## src/rtl/bw_pkg.sv

```systemverilog
// Shared types and defaults for the grayscale-to-B/W frame controller.
// Optional inverted-polarity output is enabled by the BW_INVERT_EN macro.
package bw_pkg;

    typedef enum logic [2:0] {
        IDLE,
        RD,
        LAT,
        OUT,
        DONE
    } bw_state_t;

    localparam int BW_PIX_W  = 8;
    localparam int BW_IMG_W  = 128;
    localparam int BW_IMG_H  = 128;
    localparam int BW_ADDR_W = 14;

    localparam logic [BW_PIX_W-1:0] BW_WHITE = 8'hFF;
    localparam logic [BW_PIX_W-1:0] BW_BLACK = 8'h00;

    // Counter width that stays at least one bit for a dimension of size 1.
    function automatic int bw_cnt_w(input int n);
        return (n > 1) ? $clog2(n) : 1;
    endfunction

endpackage

```

## src/rtl/bw_frame_ctrl_if.sv

```systemverilog
// Pixel-memory read port plus the thresholded pixel stream, as seen by bw_frame_ctrl.
interface bw_frame_ctrl_if
    import bw_pkg::*;
#(
    parameter int PIX_W  = BW_PIX_W,
    parameter int ADDR_W = BW_ADDR_W
) ();

    logic [ADDR_W-1:0] mem_addr;
    logic              mem_re;
    logic [PIX_W-1:0]  mem_rdata;

    logic              pix_valid;
    logic              pix_ready;
    logic [PIX_W-1:0]  pix_data;
    logic              pix_eol;
    logic              pix_last;

    modport master (
        output mem_addr, mem_re,
        input  mem_rdata,
        output pix_valid, pix_data, pix_eol, pix_last,
        input  pix_ready
    );

    modport slave (
        input  mem_addr, mem_re,
        output mem_rdata,
        input  pix_valid, pix_data, pix_eol, pix_last,
        output pix_ready
    );

endinterface

```

## src/rtl/bw_addr_gen.sv

```systemverilog
// Raster-order row/col counters producing the linear pixel address and line/frame flags.
module bw_addr_gen
    import bw_pkg::*;
#(
    parameter int IMG_W  = BW_IMG_W,
    parameter int IMG_H  = BW_IMG_H,
    parameter int ADDR_W = BW_ADDR_W
) (
    input  logic              clk_i,
    input  logic              rst_ni,
    input  logic              clr_i,
    input  logic              adv_i,
    output logic [ADDR_W-1:0] addr_o,
    output logic              eol_o,
    output logic              last_o
);

    localparam int COL_W = bw_cnt_w(IMG_W);
    localparam int ROW_W = bw_cnt_w(IMG_H);
    localparam logic [COL_W-1:0] COL_MAX = COL_W'(IMG_W - 1);
    localparam logic [ROW_W-1:0] ROW_MAX = ROW_W'(IMG_H - 1);

    logic [COL_W-1:0]  col_q;
    logic [ROW_W-1:0]  row_q;
    logic [ADDR_W-1:0] addr_q;

    // In raster order row*IMG_W+col simply counts up, so a running address avoids a multiplier.
    // NOTE: reset is sampled on the clock edge here, so it shares the same path as clr_i.
    always_ff @(posedge clk_i) begin
        if (!rst_ni || clr_i) begin
            col_q  <= '0;
            row_q  <= '0;
            addr_q <= '0;
        end else if (adv_i) begin
            addr_q <= addr_q + 1'b1;
            if (eol_o) begin
                col_q <= '0;
                row_q <= row_q + 1'b1;
            end else begin
                col_q <= col_q + 1'b1;
            end
        end
    end

    assign addr_o = addr_q;
    assign eol_o  = (col_q == COL_MAX);
    assign last_o = eol_o && (row_q == ROW_MAX);

endmodule

```

## src/rtl/bw_frame_ctrl.sv

```systemverilog
// Frame controller: reads a whole frame in raster order, thresholds each pixel, streams it out.
// Define BW_INVERT_EN to add invert_i, which flips the output polarity for a frame.
module bw_frame_ctrl
    import bw_pkg::*;
#(
    parameter int IMG_W  = BW_IMG_W,
    parameter int IMG_H  = BW_IMG_H,
    parameter int PIX_W  = BW_PIX_W,
    parameter int ADDR_W = BW_ADDR_W
) (
    input  logic             clk_i,
    input  logic             rst_ni,
    input  logic             start_i,
    input  logic             abort_i,
    input  logic [PIX_W-1:0] threshold_i,
`ifdef BW_INVERT_EN
    input  logic             invert_i,
`endif
    output logic             busy_o,
    output logic             done_o,
    bw_frame_ctrl_if.master  bus
);

    bw_state_t         state_q, state_d;
    logic [PIX_W-1:0]  thr_q;
    logic              inv_q;
    logic              load, adv, hs, abort_act;
    logic [ADDR_W-1:0] gen_addr;
    logic              gen_eol, gen_last;
    logic              pix_valid_q, pix_eol_q, pix_last_q;
    logic [PIX_W-1:0]  pix_data_q;

    bw_addr_gen #(
        .IMG_W  (IMG_W),
        .IMG_H  (IMG_H),
        .ADDR_W (ADDR_W)
    ) u_addr_gen (
        .clk_i  (clk_i),
        .rst_ni (rst_ni),
        .clr_i  (load),
        .adv_i  (adv),
        .addr_o (gen_addr),
        .eol_o  (gen_eol),
        .last_o (gen_last)
    );

    assign hs        = pix_valid_q && bus.pix_ready;
    assign abort_act = abort_i && (state_q != IDLE);

    // NOTE: every signal written here gets a default first so no path can infer a latch.
    always_comb begin
        state_d = state_q;
        load    = 1'b0;
        adv     = 1'b0;
        unique case (state_q)
            IDLE: if (start_i) begin
                load    = 1'b1;
                state_d = RD;
            end
            RD:   state_d = LAT;
            LAT:  state_d = OUT;
            OUT:  if (hs) begin
                if (gen_last) begin
                    state_d = DONE;
                end else begin
                    adv     = 1'b1;
                    state_d = RD;
                end
            end
            DONE: state_d = IDLE;
            default: state_d = IDLE;
        endcase
        // Abort outranks the handshake and freezes the counters where they are.
        if (abort_act) begin
            state_d = IDLE;
            adv     = 1'b0;
        end
    end

    always_ff @(posedge clk_i) begin
        if (!rst_ni) begin
            state_q <= IDLE;
            thr_q   <= '0;
        end else begin
            state_q <= state_d;
            if (load) thr_q <= threshold_i;
        end
    end

`ifdef BW_INVERT_EN
    always_ff @(posedge clk_i) begin
        if (!rst_ni)   inv_q <= 1'b0;
        else if (load) inv_q <= invert_i;
    end
`else
    assign inv_q = 1'b0;
`endif

    // Memory data is registered in the RAM, so it is present during LAT and sampled at its end.
    always_ff @(posedge clk_i) begin
        if (!rst_ni || abort_act) begin
            pix_valid_q <= 1'b0;
            pix_data_q  <= '0;
            pix_eol_q   <= 1'b0;
            pix_last_q  <= 1'b0;
        end else if (state_q == LAT) begin
            pix_valid_q <= 1'b1;
            pix_data_q  <= ((bus.mem_rdata >= thr_q) ^ inv_q) ? {PIX_W{1'b1}} : '0;
            pix_eol_q   <= gen_eol;
            pix_last_q  <= gen_last;
        end else if (hs) begin
            pix_valid_q <= 1'b0;
            pix_eol_q   <= 1'b0;
            pix_last_q  <= 1'b0;
        end
    end

    assign busy_o        = (state_q != IDLE);
    assign done_o        = (state_q == DONE);
    assign bus.mem_re    = (state_q == RD);
    assign bus.mem_addr  = (state_q == RD) ? gen_addr : '0;
    assign bus.pix_valid = pix_valid_q;
    assign bus.pix_data  = pix_data_q;
    assign bus.pix_eol   = pix_eol_q;
    assign bus.pix_last  = pix_last_q;

endmodule

```

## src/flat_wrapper.sv

```systemverilog
// flat-port wrapper written by rule: the top's interface ports become plain ports
module bw_frame_ctrl_flat import bw_pkg::*;
#(
    parameter int IMG_W  = BW_IMG_W,
    parameter int IMG_H  = BW_IMG_H,
    parameter int PIX_W  = BW_PIX_W,
    parameter int ADDR_W = BW_ADDR_W
)
  (clk_i, rst_ni, start_i, abort_i, threshold_i, busy_o, done_o, bus_mem_addr, bus_mem_re, bus_mem_rdata, bus_pix_valid, bus_pix_data, bus_pix_eol, bus_pix_last, bus_pix_ready);
  bw_frame_ctrl_if #(.PIX_W(PIX_W), .ADDR_W(ADDR_W)) bus_i ();
  input  logic clk_i;
  input  logic rst_ni;
  input  logic start_i;
  input  logic abort_i;
  input  logic [PIX_W-1:0] threshold_i;
  output logic busy_o;
  output logic done_o;
  output wire logic [$bits(bus_i.mem_addr)-1:0] bus_mem_addr;
  output wire logic [$bits(bus_i.mem_re)-1:0] bus_mem_re;
  input wire logic [$bits(bus_i.mem_rdata)-1:0] bus_mem_rdata;
  output wire logic [$bits(bus_i.pix_valid)-1:0] bus_pix_valid;
  output wire logic [$bits(bus_i.pix_data)-1:0] bus_pix_data;
  output wire logic [$bits(bus_i.pix_eol)-1:0] bus_pix_eol;
  output wire logic [$bits(bus_i.pix_last)-1:0] bus_pix_last;
  input wire logic [$bits(bus_i.pix_ready)-1:0] bus_pix_ready;
  assign bus_mem_addr = bus_i.mem_addr;
  assign bus_mem_re = bus_i.mem_re;
  assign bus_i.mem_rdata = bus_mem_rdata;
  assign bus_pix_valid = bus_i.pix_valid;
  assign bus_pix_data = bus_i.pix_data;
  assign bus_pix_eol = bus_i.pix_eol;
  assign bus_pix_last = bus_i.pix_last;
  assign bus_i.pix_ready = bus_pix_ready;
  bw_frame_ctrl #(.IMG_W(IMG_W), .IMG_H(IMG_H), .PIX_W(PIX_W), .ADDR_W(ADDR_W)) u_core (.clk_i(clk_i), .rst_ni(rst_ni), .start_i(start_i), .abort_i(abort_i), .threshold_i(threshold_i), .busy_o(busy_o), .done_o(done_o), .bus(bus_i));
endmodule
```

## config.mk

```make
export PLATFORM = sky130hd
export DESIGN_NAME = bw_frame_ctrl_flat
export DESIGN_NICKNAME = d
export VERILOG_FILES = /design/src/rtl/bw_pkg.sv /design/src/rtl/bw_frame_ctrl_if.sv /design/src/rtl/bw_addr_gen.sv /design/src/rtl/bw_frame_ctrl.sv /design/src/flat_wrapper.sv
export SDC_FILE = /design/constraint.sdc
export NUM_CORES = 1
export LEC_CHECK = 0
export CORE_ASPECT_RATIO = 0.8
export CORE_UTILIZATION = 45
export DETAILED_ROUTE_END_ITERATION = 8
export HOLD_SLACK_MARGIN = 0.1
export PLACE_DENSITY = 0.73
export SYNTH_ARGS = -nofsm -noshare
export SYNTH_HDL_FRONTEND = slang
export SYNTH_SLANG_ARGS = --single-unit
```

## constraint.sdc

```tcl
create_clock -name clk_i -period 4.1 [get_ports clk_i]
set_clock_uncertainty 0.05 [all_clocks]
set_input_delay 0.615 -clock clk_i [delete_from_list [all_inputs] [get_ports clk_i]]
set_output_delay 0.615 -clock clk_i [all_outputs]
set_load 0.02 [all_outputs]
```

==> metrics.txt <==
die area 5322 µm²; Seq cells post-synth 43; initial core utilization 48.11%; grt met3 use 4.028%; Clk Tree Root Cell clkbuf_8; Avg Inst Size Synth 8.357 µm²; total number of H-tree levels 2; Multi-input gate area 1252 µm²; sequential area share after synthesis 38.01%; warnings from Yosys 0; ANT cells 0; crit share post-route 63.47%; Placer Congestion 0.8245; Worst-Skew Late Latency 0.30 ns; Total GRT Usage 20.02%; Synth Instances 271; Power Total 802.3 µW; most frequent cells in the layout clkdlybuf4s50_1 (48), dfxtp_1 (43), nand2_1 (33), nor2_1 (28), and2_1 (19); unrepaired setup endpoints after global routing false; clk sinks 43; drt drc 0; grt total ovfl 0; hold buffers post-CTS 0; Peak VDD IR 217.9 µV; initial DRC count 58; number of global-route vias before repair 1798; number of distinct library cells after synthesis 38; Final WS setup 1.498 ns; worst-margin pin slew 0.9129 ns; Register Area 860.8 µm²; Synth-to-Final Area Change 23.87%; Fin. Hold Viols 0; Arrival @ worst endpoint 1.94 ns; Netlist Area Pre-Place 2265 µm²; Main synth FF type dfxtp_1; hold_sp u_core.thr_q[2]; 1st-pass router iterations 4; IO Pins 49; global routing's busiest layer met2; Leak Pwr 0.9871 nW; Post-DP HPWL 3460 µm; routed via count 1894; first-pass GRT wire length 8073 µm; Setup crit start u_core.state_q[0]; asr flop ratio synth 0%; net count after synthesis 303; Setup TNS Final 0 ns; total of max-cap violations 0; CTS buffer count 5; hold crit path type flip-flop to flip-flop; status finished clean; crit path kind flip-flop to output pin; relative slew slack 38.99%; final hold slack 0.4068 ns; initial antenna violation count 0; CTS tree yes; number of flops mapped to enable cells by yosys 0; WL final 4670 µm; Pins Over Slew Limit 0; met1 usage in global routing 27.83%; Place WS 1.314 ns; Fillers 431; reg2reg start u_core.state_q[0]; post-CTS setup repair buffer count 0; setup violators final 0; Via-to-Cell Ratio 5.105; power per standard cell area 286.0 nW/µm²; core area 4707 µm²; Crit Path Max Fanout 15; clk buf depth 2; CP Capture Type output pin; commonest non-fill, non-tap cell in the layout clkdlybuf4s50_1; WL/cell 12.59 µm; Fmax achieved 384.3 MHz; Worst EP required 3.43 ns; Die Height 65.45 µm; min cycle time layout 2.602 ns; clock-pin slew on the worst setup and hold paths 0.07 ns; PortBufs 48; Final ANT Viol Nets 0; M2 GR Usage 30.00%; # nets final 342; number of gates resized after cts 0; crit path launch type flip-flop; row count 22; largest net degree at the start of global routing 29; Die Span X 81.32 µm; share of layout cells above drive strength 1 6.752%
-- kinds of logic (layout without fill, tap and decap cells) --
group	count (synthesis)	after routing	synth area share (%)
flip-flops	43	43	38.01
XOR/XNOR	20	20	7.735
adder cells (fa/ha/maj)	11	11	6.077
multiplexers	1	1	0.4420
AND/OR/NAND/NOR	136	136	32.60
buffers and inverters	29	69	6.685
AO/OA/AOI/OAI	31	31	8.454
-- report_power, final --
group / switching, mW / total (mW) / internal [mW]
clock network: 0.143 / 0.260 / 0.117
logic: 0.0576 / 0.108 / 0.0506
registers: 0.00788 / 0.434 / 0.426
-- worst paths after layout --
kind,to,cells past startpoint,slack (ns)
worst min register to register,u_core.thr_q[2],2,0.41
worst min-delay path,u_core.thr_q[2],2,0.41
worst max-delay path,bus_mem_addr[1],4,1.50
worst max register to register,u_core.u_addr_gen.addr_o[10],5,1.77
-- worst max-delay path, stage by stage, from the launching register on --
cell and delay, ns:
dfxtp_1 0.44, nor3b_1 0.21, buf_4 0.23, and2_1 0.17, clkdlybuf4s50_1 0.60
-- cell type report --
type                       count  area share, %
multi-input combinational    199          44.65
sequential                    43          30.69
timing repair buffer          49          17.40
tap                           60          2.676
clock buffer                   5          2.453
inverter                      12          1.606
clock inverter                 3         0.5352
-- metrics by stage --
stage	instance area [µm²]	instances	util (%)
2_1_floorplan	2265	271	-
3_3_place_gp	2721	363	57.82
3_5_place_dp	2721	363	57.82
4_1_cts	2805	371	59.60
5_1_grt	2805	371	59.60
6_report	2805	371	59.60
-- per-layer routing --
metal	share of wire (%)	vias up	routed length (µm)
met1	54	857	2533
met4	1.6	0	75
met3	3.7	7	172
met5	0	-	0
li1	-	996	-
met2	40	34	1888
-- flip-flops by register name, indices dropped and copies added, names as in the netlist --
name / flops
u_core.u_addr_gen.addr_o: 14
u_core.thr_q: 8
u_core.u_addr_gen.col_q: 7
u_core.u_addr_gen.row_q: 7
u_core.state_q: 3
u_core.bus.pix_data: 1
u_core.bus.pix_eol: 1
u_core.bus.pix_last: 1
u_core.bus.pix_valid: 1
-- synthesized netlist by cell type (all sizes together) (2+ instances only) --
master   count  area, µm²
dfxtp       43      860.8
nand2       33      123.9
nor2        28      105.1
and2        19      118.9
a21oi       16      80.08
xnor2       13      113.9
nand3       12      65.06
ha          11      137.6
inv         11      41.29
buf         10      80.07
nor3        10      60.06
nand4        9      56.30
clkbuf       7      26.28
xor2         7      61.31
nor4         6      68.82
and3         5      31.28
and4         4      35.03
o21ai        4      20.02
a2111oi      3      26.28
nand2b       3      18.77
or3          3      18.77
a211oi       2      15.01
nor3b        2      15.01
No activity file was read; power rests on OpenSTA's default activity.
